--- src/rtl/trv_host_driver.sv ---
// Host-side master for the Trivium core strobe interface: serial key load, warm-up wait,
// byte-at-a-time encrypt with READ/STB_READ handshake and a bounded wait for the result.
module trv_host_driver #(
    parameter int unsigned KeyBits = 80,
    parameter int unsigned Warmup  = 1152,
    parameter int unsigned Timeout = 1023
) (
    input  logic               clk_i,
    input  logic               rst_ni,
    input  logic               start_i,
    input  logic [KeyBits-1:0] key_in_i,
    input  logic [7:0]         tx_data_i,
    input  logic               tx_last_i,
    input  logic               tx_valid_i,
    output logic               tx_ready_o,
    output logic [7:0]         rx_data_o,
    output logic [7:0]         rx_sign_o,
    output logic               rx_valid_o,
    output logic               busy_o,
    output logic               done_o,
    output logic               err_o,
    output logic               key_o,
    output logic               stb_key_o,
    output logic [7:0]         data_o,
    output logic               stb_data_o,
    output logic               read_o,
    input  logic [7:0]         data_out_i,
    input  logic [7:0]         sign_reg_i,
    input  logic               stb_read_i
);

    localparam int unsigned BitW  = $clog2(KeyBits + 1);
    localparam int unsigned WarmW = (Warmup > 0) ? $clog2(Warmup + 1) : 1;
    localparam int unsigned WaitW = (Timeout > 0) ? $clog2(Timeout + 1) : 1;

    typedef enum logic [2:0] {
        StIdle,
        StKeyLoad,
        StWarmup,
        StWaitTx,
        StSend,
        StReq,
        StWaitRd
    } state_e;

    state_e             state_q;
    logic [KeyBits-1:0] key_sr_q;
    logic [BitW-1:0]    bit_cnt_q;
    logic [WarmW-1:0]   warm_cnt_q;
    logic [WaitW-1:0]   wait_cnt_q;
    logic               last_q;

    logic               tx_ready_q;
    logic [7:0]         rx_data_q;
    logic [7:0]         rx_sign_q;
    logic               rx_valid_q;
    logic               busy_q;
    logic               done_q;
    logic               err_q;
    logic               key_q;
    logic               stb_key_q;
    logic [7:0]         data_q;
    logic               stb_data_q;
    logic               read_q;

    always_ff @(posedge clk_i) begin
        if (!rst_ni) begin
            state_q    <= StIdle;
            key_sr_q   <= '0;
            bit_cnt_q  <= '0;
            warm_cnt_q <= '0;
            wait_cnt_q <= '0;
            last_q     <= 1'b0;
            tx_ready_q <= 1'b0;
            rx_data_q  <= 8'h00;
            rx_sign_q  <= 8'h00;
            rx_valid_q <= 1'b0;
            busy_q     <= 1'b0;
            done_q     <= 1'b0;
            err_q      <= 1'b0;
            key_q      <= 1'b0;
            stb_key_q  <= 1'b0;
            data_q     <= 8'h00;
            stb_data_q <= 1'b0;
            read_q     <= 1'b0;
        end else begin
            // Pulses and bus drives fall back to idle values unless a state re-asserts them.
            tx_ready_q <= 1'b0;
            rx_valid_q <= 1'b0;
            done_q     <= 1'b0;
            key_q      <= 1'b0;
            stb_key_q  <= 1'b0;
            data_q     <= 8'h00;
            stb_data_q <= 1'b0;
            read_q     <= 1'b0;

            unique case (state_q)
                StIdle: begin
                    if (start_i) begin
                        key_q     <= key_in_i[0];
                        key_sr_q  <= key_in_i >> 1;
                        stb_key_q <= 1'b1;
                        bit_cnt_q <= BitW'(1);
                        err_q     <= 1'b0;
                        busy_q    <= 1'b1;
                        state_q   <= StKeyLoad;
                    end
                end
                StKeyLoad: begin
                    if (bit_cnt_q == BitW'(KeyBits)) begin
                        if (Warmup == 0) begin
                            tx_ready_q <= 1'b1;
                            state_q    <= StWaitTx;
                        end else begin
                            warm_cnt_q <= WarmW'(1);
                            state_q    <= StWarmup;
                        end
                    end else begin
                        key_q     <= key_sr_q[0];
                        key_sr_q  <= key_sr_q >> 1;
                        stb_key_q <= 1'b1;
                        bit_cnt_q <= bit_cnt_q + BitW'(1);
                    end
                end
                StWarmup: begin
                    if (warm_cnt_q == WarmW'(Warmup)) begin
                        tx_ready_q <= 1'b1;
                        state_q    <= StWaitTx;
                    end else begin
                        warm_cnt_q <= warm_cnt_q + WarmW'(1);
                    end
                end
                StWaitTx: begin
                    if (tx_valid_i && tx_ready_q) begin
                        data_q     <= tx_data_i;
                        last_q     <= tx_last_i;
                        stb_data_q <= 1'b1;
                        state_q    <= StSend;
                    end else begin
                        tx_ready_q <= 1'b1;
                    end
                end
                StSend: begin
                    read_q  <= 1'b1;
                    state_q <= StReq;
                end
                StReq: begin
                    wait_cnt_q <= WaitW'(1);
                    state_q    <= StWaitRd;
                end
                StWaitRd: begin
                    // A strobe on the last permitted cycle is checked before the timeout.
                    if (stb_read_i) begin
                        rx_data_q  <= data_out_i;
                        rx_sign_q  <= sign_reg_i;
                        rx_valid_q <= 1'b1;
                        if (last_q) begin
                            done_q  <= 1'b1;
                            busy_q  <= 1'b0;
                            state_q <= StIdle;
                        end else begin
                            tx_ready_q <= 1'b1;
                            state_q    <= StWaitTx;
                        end
                    end else if (wait_cnt_q >= WaitW'(Timeout)) begin
                        err_q   <= 1'b1;
                        done_q  <= 1'b1;
                        busy_q  <= 1'b0;
                        state_q <= StIdle;
                    end else begin
                        wait_cnt_q <= wait_cnt_q + WaitW'(1);
                    end
                end
                default: begin
                    busy_q  <= 1'b0;
                    state_q <= StIdle;
                end
            endcase
        end
    end

    assign tx_ready_o = tx_ready_q;
    assign rx_data_o  = rx_data_q;
    assign rx_sign_o  = rx_sign_q;
    assign rx_valid_o = rx_valid_q;
    assign busy_o     = busy_q;
    assign done_o     = done_q;
    assign err_o      = err_q;
    assign key_o      = key_q;
    assign stb_key_o  = stb_key_q;
    assign data_o     = data_q;
    assign stb_data_o = stb_data_q;
    assign read_o     = read_q;

endmodule

--- config.mk ---
export PLATFORM = sky130hd
export DESIGN_NAME = trv_host_driver
export DESIGN_NICKNAME = d
export VERILOG_FILES = /design/src/rtl/trv_host_driver.sv
export SDC_FILE = /design/constraint.sdc
export NUM_CORES = 1
export LEC_CHECK = 0
export ABC_CLOCK_PERIOD_IN_PS = 4400
export CAP_MARGIN = 20
export CORE_ASPECT_RATIO = 1.5
export CORE_UTILIZATION = 50
export CTS_BUF_LIST = sky130_fd_sc_hd__clkbuf_8
export CTS_CLUSTER_DIAMETER = 150
export DETAILED_ROUTE_END_ITERATION = 6
export PLACE_DENSITY = 0.78
export REMOVE_ABC_BUFFERS = 1
export SYNTH_ARGS = -nofsm -noshare
export SYNTH_HDL_FRONTEND = slang
export SYNTH_SLANG_ARGS = --single-unit
--- constraint.sdc ---
create_clock -name clk_i -period 4.4 [get_ports clk_i]
set_input_delay 0.44 -clock clk_i [delete_from_list [all_inputs] [get_ports clk_i]]
set_output_delay 0.44 -clock clk_i [all_outputs]
set_load 0.01 [all_outputs]
==> qor.txt <==
Largest net degree at the start of global routing: 109
Htree depth: 4
Worst-case clock buffer depth: 2
CTS tree: yes
Initial DRC Count: 336
Num Clock Sinks: 144
Pwr Total: 4.26 mW
FP Rows: 50
Final Util: 0.660
Die height: 142 µm
Number of CTS-inserted buffers: 17
Tmin final: 2870 ps
Die area: 0.0135 mm²
Slowest cell delay on critical path: 890 ps
Number of synthesized flops with an enable pin: 0
DRC errors left: 0
Data required time at the worst endpoint: 4650 ps
Worst EP arrival: 3130 ps
Synthesized area per cell: 8.15 µm²
PD cells: 511 mW/mm²
Routed vias/inst: 6.04
Ant. Diodes: 0
Asr flop ratio synth: 0
Final setup vio count: 0
CP Class: flip-flop to flip-flop
First-pass GRT wire length: 27.6 mm
Flops & latches, synth: 144
Cell area after layout: 0.00834 mm²
Synth cell types: 63
CP max-delay cell: dfxtp_1
CP max FO: 55
Leading area contributor after synthesis: dfxtp_1
Top-area cell type share of the netlist area: 0.441
Synth area leaders: dfxtp_1 (44%), nand2_1 (12%), a311oi_1 (11%), a21oi_1 (8.5%), clkbuf_1 (2.8%)
Initial Util: 0.517
ANT nets after route: 0
CP Buf/Inv Count: 1
Multi-input combinational cell area: 0.00333 mm²
Die W: 95.3 µm
Hold slack: 453 ps
Placed Instance Area: 0.00791 mm²
Post-CTS Setup Inserts: 0
Final net count: 1013
GP Congestion: 0.857
# IOs: 143
Setup Total Neg Slack: 0 ps
Yosys warnings: 0
Tcrit/Tclk final: 0.653
Leak pwr: 2.98 nW
Max-slew headroom: 0.252
Grt total ovfl: 0
Vias in the first global route: 6106
Clock Skew: 10.9 ps
Max-Cap Viols: 0
F_max: 348 MHz
Max Slew Vio Count: 0
Total GRT Usage: 0.253
Clock latency on the worst-skew pair: 430 ps
Main flop type after synthesis: dfxtp_1
Detailed Place HPWL: 11.4 mm
Result of the run: finished clean
Critical Path Source Type: flip-flop
Final WL: 16.9 mm
Port Buffers: 142
Layout fillers: 1057
Total vias in the final route: 6441
Seq/Total Area, Yosys: 0.441
Cell family with the largest share of critical-path delay: flip-flops
Layout area overhead: 27.6%
Post-synthesis cell count: 802
Antenna violations before repair: 0
Root buf cell: clkbuf_8
Register area: 0.00288 mm²
CTS Hold Bufs: 0
Final hold violation count: 0
Cell Chain, Critical Path: nor2_1 > a31o_4 > nor2_4 > buf_4 > a311oi_1
Post-CTS sizing: 0
Crit end category: flip-flop
Most frequent cells in the layout: nand2_1 (215), dfxtp_1 (144), clkdlybuf4s50_1 (142)
Share of cells above drive strength 1: 0.0593
Worst-margin pin slew: 1120 ps
Hold Crit Class: flip-flop to flip-flop
Unrepaired setup endpoints after global routing: false
Drt pass-1 iters: 5
Floorplan core area: 0.0126 mm²
Routed len/inst: 15.9 µm
CTS clk-pin slew, worst paths: 80 ps
Synthesized area: 0.00654 mm²
Leading cell type in the layout, fill and taps excluded: nand2_1
IR drop worst, VDD: 0.267 mV
## sequential cells by signal (all words and copies together), names as in the netlist, 3 cells and up
| register | flops |
|---|---|
| rx_sign_o | 8 |
| data_o | 8 |
| bit_cnt_q | 7 |
| rx_data_o | 8 |
| warm_cnt_q | 11 |
| state_q | 3 |
| key_sr_q | 79 |
| wait_cnt_q | 10 |
## through the flow
| step | setup WS (ps) | std cells |
|---|---|---|
| 2_1_floorplan | 166 | 730 |
| 3_3_place_gp | 1630 | 1034 |
| 3_5_place_dp | 1580 | 1034 |
| 4_1_cts | 1590 | 1066 |
| 5_1_grt | 1330 | 1067 |
| 6_report | 1530 | 1067 |
## cell type report
type / instances / share of cell area
flip-flops and latches: 144 / 0.346
repair buffers: 149 / 0.177
multi-input cells: 577 / 0.399
inverters: 9 / 0.00420
clock buffers: 19 / 0.0314
well taps: 156 / 0.0234
clock inverters: 13 / 0.0195
## cell families after synthesis
logic type | share of synthesized area
DFF | 0.441
xor gates and xnor gates | 0.00402
muxes | 0.0138
AOI/OAI and AO/OA | 0.246
buffers and inverters | 0.0527
adders and majority gates | 0.00957
and+or+nand+nor | 0.233
## power breakdown
group          internal (mW)  switching (mW)  total, mW  leakage (nW)
Combinational          0.517           0.844       1.36          1.58
Clock                  0.593           0.504       1.10         0.219
Sequential              1.60           0.204       1.80          1.18
## worst register-to-register path, stage by stage (launching register included)
cell	delay, ps
dfxtp_1	890
nor2_1	230
a31o_4	330
nor2_4	460
buf_4	580
a311oi_1	210
## cell usage after synthesis (all sizes together), types with 4 or more instances
master and instances:
a211oi 4, a21oi 112, a311oi 80, a31oi 6, and3 14, buf 23, clkbuf 49, dfxtp 144
ha 5, inv 9, mux2i 9, nand2 215, nand2b 10, nand3 16, nand4 8, nor2 15
nor3 7, o21ai 7, o22ai 4, o31ai 9, or4 7
## per-layer routing
layer	up-vias	GRT usage	routed length, µm
met3	31	0.0593	966
met4	0	0.0869	346
met5	-	0	0
met2	229	0.441	8870
met1	3080	0.299	6740
li1	3101	-	-
## worst paths after layout
kind / startpoint / end / slack, ps / cells past startpoint
max: state_q[0] / key_sr_q[75] / 1530 / 5
min: rx_sign_o[3] / rx_sign_o[3] / 450 / 2
max reg2reg: state_q[0] / key_sr_q[75] / 1530 / 5
min reg2reg: rx_sign_o[3] / rx_sign_o[3] / 450 / 2
Power figures use the tool's default switching activity.
